**src/rtl/coin_acceptor.sv**
```systemverilog
// coin_acceptor: synchronises and debounces the coin-slot beam sensor, measures blocked width,
// and emits a one-cycle 5c/10c code or a reject pulse to the vending FSM.
module coin_acceptor #(
  parameter int DEBOUNCE = 4,
  parameter int W5_MIN   = 20,
  parameter int W5_MAX   = 40,
  parameter int W10_MIN  = 50,
  parameter int W10_MAX  = 80,
  parameter int GAP      = 2,
  parameter int CNT_W    = 8
) (
  input  logic       clk,
  input  logic       reset,
  input  logic       sensor,
  input  logic       enable,
  output logic [1:0] coin,
  output logic       reject,
  output logic       jam,
  output logic       busy
);
  localparam int DB_W = $clog2(DEBOUNCE);
  localparam int GAP_W = GAP > 1 ? $clog2(GAP) : 1;
  typedef enum logic [1:0] {IDLE, MEASURE, EMIT, GAP_WAIT} state_t;
  state_t state, state_nxt;
  logic s1, s, d, rise, run_done, sat, in5, in10, partial, reject_nxt;
  logic [DB_W-1:0] run;
  logic [CNT_W-1:0] width;
  logic [GAP_W-1:0] gap_cnt;
  logic [1:0] coin_nxt;
  assign run_done = run == DB_W'(DEBOUNCE - 1);
  // rise is the edge at which d flips high, so a coin landing in the last GAP cycle is still seen
  assign rise = s & ~d & run_done;
  assign sat = &width;
  assign jam = sat & d;
  assign busy = state != IDLE;
  assign in5 = width >= CNT_W'(W5_MIN) && width <= CNT_W'(W5_MAX);
  assign in10 = width >= CNT_W'(W10_MIN) && width <= CNT_W'(W10_MAX);
  always_ff @(posedge clk or negedge reset)
    if (!reset) begin
      s1 <= 1'b0;
      s <= 1'b0;
      d <= 1'b0;
      run <= '0;
      width <= '0;
    end else begin
      s1 <= sensor;
      s <= s1;
      run <= (s == d || run_done) ? '0 : run + 1'b1;
      d <= (s != d && run_done) ? s : d;
      width <= rise ? '0 : (d && !sat) ? width + 1'b1 : width;
    end
  always_comb begin
    state_nxt = state;
    coin_nxt = 2'b00;
    reject_nxt = 1'b0;
    case (state)
      IDLE: state_nxt = rise ? MEASURE : IDLE;
      MEASURE: if (!d) begin
        state_nxt = EMIT;
        coin_nxt = (!enable || partial || sat) ? 2'b00 : in5 ? 2'b01 : in10 ? 2'b10 : 2'b00;
        reject_nxt = coin_nxt == 2'b00;
      end
      EMIT: state_nxt = GAP_WAIT;
      GAP_WAIT: if (gap_cnt == '0) state_nxt = (d || rise) ? MEASURE : IDLE;
      default: state_nxt = IDLE;
    endcase
  end
  always_ff @(posedge clk or negedge reset)
    if (!reset) begin
      state <= IDLE;
      coin <= 2'b00;
      reject <= 1'b0;
      partial <= 1'b0;
      gap_cnt <= '0;
    end else begin
      state <= state_nxt;
      coin <= coin_nxt;
      reject <= reject_nxt;
      gap_cnt <= state == EMIT ? GAP_W'(GAP - 1) : (state == GAP_WAIT && gap_cnt != '0) ? gap_cnt - 1'b1 : gap_cnt;
      partial <= (rise && (state == EMIT || state == GAP_WAIT)) ? 1'b1 :
                 (state == EMIT || state_nxt == IDLE) ? 1'b0 : partial;
    end
endmodule

```
**config.mk**
```make
export PLATFORM = sky130hd
export DESIGN_NAME = coin_acceptor
export DESIGN_NICKNAME = d
export VERILOG_FILES = /design/src/rtl/coin_acceptor.sv
export SDC_FILE = /design/constraint.sdc
export NUM_CORES = 1
export LEC_CHECK = 0
export ABC_AREA = 1
export CORE_MARGIN = 1
export CORE_UTILIZATION = 35
export DETAILED_ROUTE_END_ITERATION = 10
export MAX_ROUTING_LAYER = met4
export PLACE_DENSITY = 0.61
export SKIP_LAST_GASP = 1
export SLEW_MARGIN = 15
export SYNTH_ARGS = -nofsm -noshare
export SYNTH_HDL_FRONTEND = slang
export SYNTH_SLANG_ARGS = --single-unit
export TNS_END_PERCENT = 1
```
**constraint.sdc**
```tcl
create_clock -name clk -period 1.3 [get_ports clk]
set_input_delay 0.26 -clock clk [delete_from_list [all_inputs] [get_ports clk]]
set_output_delay 0.26 -clock clk [all_outputs]
set_load 0.005 [all_outputs]
```
==> results.txt <==
Status = finished, violations left
Failing checks = setup timing
Leakage = 0.753 nW
TritonRoute pass-1 iters = 4
Hold Path Class = in2async
HPWL Detailed = 1850 um
Max VDD drop = 0.894 mV
Via-to-Cell Ratio = 4.53
Die area = 3420 um^2
CTS tree = yes
Max-slew headroom = 0.808
Final critical-path setup slack = -0.257 ns
Worst Skew = 0.0122 ns
Share of cells above drive strength 1 = 0.257
RSZ-0062 raised after global routing = true
Worst-Margin Slew = 0.288 ns
Drt drc = 0
Crit start category = flop
Port buffer count = 8
Area leader, netlist = dfrtp_1
Area delta synth->final = 34.8%
Clk pwr share = 0.138
Core area = 3030 um^2
Logic pwr share = 0.519
Worst setup EP type = primary output
Die W = 58.5 um
Avg WL per Cell = 10.5 um
Primary FF master, synth = dfrtp_1
Ys async rst share = 1.00
H-tree Lvls = 1
Final hold vios = 0
Root buffer cell = clkbuf_4
Critical Path Source = state[1]$_DFF_PN0_
Routed Antenna Nets = 0
Inserted Clock Buffers = 3
Final WL = 2300 um
N_diodes = 0
Cell Area, Synth = 1120 um^2
Final core utilization = 0.497
Reg clk slew, reported paths = 0.12 ns
Via count = 993
Count leader, synth = nand2_1
Synthesized flop and latch total = 20
Initial DRC count = 20
Synth top area share = 0.448
Total GRT Usage = 0.167
Largest net degree at the start of global routing = 21
Reg2reg setup slack = -0.14 ns
Gate Count Post-Synth = 139
Crit path DAT = 1.30 ns
Ys Warns = 0
I/O Pins = 9
Remaining global-route overflow = 0
Net switching power = 0.00100 W
Cell area after layout = 1500 um^2
First-pass GRT wire length = 4180 um
Clock sink total = 20
Seq/Total Area, Yosys = 0.448
Switching share of total power = 0.382
Internal power = 0.00163 W
Seq pwr share = 0.342
Finish-stage setup viols = 15
Clk buf depth = 2
Layout net count = 184
Number of synthesized flops with an enable pin = 0
Later-pin clock latency in the skew report = 0.30 ns
Total of max-cap violations = 0
Slew Viols, Final = 0
Initial core utilization = 0.369
Crit Path Max Fanout = 2
Placer Congestion = 0.891
Die Y = 58.5 um
Final period util = 1.20
R2R Path Start = width[1]$_DFFE_PN0P_
Number of global-route vias before repair = 995
Avg Synthesized Cell Area = 8.03 um^2
Placement Cell Area = 1450 um^2
WS Path Type = reg2out
Max frequency = 642 MHz
Initial antenna violation count = 0
Post-synth cell types = 25
Row count = 20
CTS Hold Buffers Added = 0
Synth top area cells = dfrtp_1 45%, nand2_1 11%, nand3_1 7.2%
Commonest cells post-synth = 32 x nand2_1, 20 x dfrtp_1, 17 x inv_1
Required time worst endpoint = 1.04 ns
Syn_nets = 147
Min Tclk post-route = 1.56 ns
Pwr/cell area = 1750 nW/um^2
## layout by cell type, fill, tap and decap left out, types with 2 or more instances in the layout
cell / netlist / layout
nor2_4: 2 / 2
buf_4: 0 / 24
nand2_1: 32 / 32
nor3_1: 4 / 4
nor2_1: 16 / 16
clkbuf_4: 0 / 3
nand2_2: 3 / 3
nand3_1: 16 / 15
o21ai_0: 4 / 4
dfrtp_1: 20 / 20
a21oi_1: 4 / 4
nand4_1: 3 / 3
clkdlybuf4s50_1: 0 / 7
ha_1: 4 / 2
inv_1: 17 / 17
## power groups by stage
stage          clock network, W  registers (W)  logic (W)
2_1_floorplan                 0       0.000936   0.000749
3_3_place_gp                  0       0.000895    0.00131
3_5_place_dp                  0       0.000908    0.00134
4_1_cts                0.000378       0.000899    0.00138
5_1_grt                0.000405       0.000918    0.00156
6_report               0.000364       0.000900    0.00137
## area by class of cell
cell class | instances | area (um^2)
Inverter | 19 | 73.8
Clock buffer | 4 | 36.3
Tap cell | 44 | 55.1
Fill cell | 299 | 1520
Multi-Input combinational cell | 99 | 563
Timing Repair Buffer | 33 | 275
Sequential cell | 20 | 500
## worst max-delay path, stage by stage, from the launching register on
cell and delay [ns]:
dfrtp_1 0.39, nor2_1 0.13, inv_1 0.05, clkdlybuf4s50_1 0.43
## flip-flops by register name, summed over array words and instances (netlist names)
| name | cells |
|---|---|
| d | 1 |
| coin | 2 |
| s | 1 |
| partial | 1 |
| state | 2 |
| run | 2 |
| s1 | 1 |
| width | 8 |
| reject | 1 |
| gap_cnt | 1 |
## metal layers
layer / vias to the layer above / routed length (um) / track usage
li1: 515 / - / -
met4: 0 / 18 / 0.0408
met2: 13 / 1190 / 0.294
met3: 2 / 81 / 0.0484
met1: 463 / 1010 / 0.187
met5: - / 0 / -
## metrics by stage
stage | power (W) | hold WS (ns) | instances | setup TNS, ns | setup WS, ns
6_report | 0.00263 | 0.269 | 219 | -1.66 | -0.257
5_1_grt | 0.00289 | 0.283 | 219 | -3.38 | -0.347
4_1_cts | 0.00265 | 0.278 | 219 | -1.95 | -0.325
3_5_place_dp | 0.00225 | 0.336 | 214 | -1.05 | -0.304
3_3_place_gp | 0.00221 | 0.341 | 214 | -0.882 | -0.279
2_1_floorplan | 0.00168 | -0.0356 | 139 | 0 | 0.00334
## worst paths after layout
check,end,cells after the start
worst max-delay path,busy,3
worst min-delay path,width[7]$_DFFE_PN0P_,2
worst max register to register,reject$_DFF_PN0_,11
worst min register to register,s$_DFF_PN0_,0
max in group asynchronous,gap_cnt$_DFFE_PN0P_,2
min in group clk,s$_DFF_PN0_,0
## timing repair
action,4_1_cts,5_1_grt
gates cloned,0,0
endpoints found under the setup margin,13,19
buffers inserted,1,0
hold endpoints to repair,0,0
pin swaps,3,1
gates resized for setup,6,1
## logic make-up after synthesis
| kind of cell | share of synthesized area |
|---|---|
| AOI/OAI and AO/OA | 0.0718 |
| and+or+nand+nor | 0.357 |
| DFF | 0.448 |
| adders and majority gates | 0.0448 |
| buffers and inverters | 0.0706 |
| xor gates and xnor gates | 0.00785 |
(Power assumes the default switching activity.)
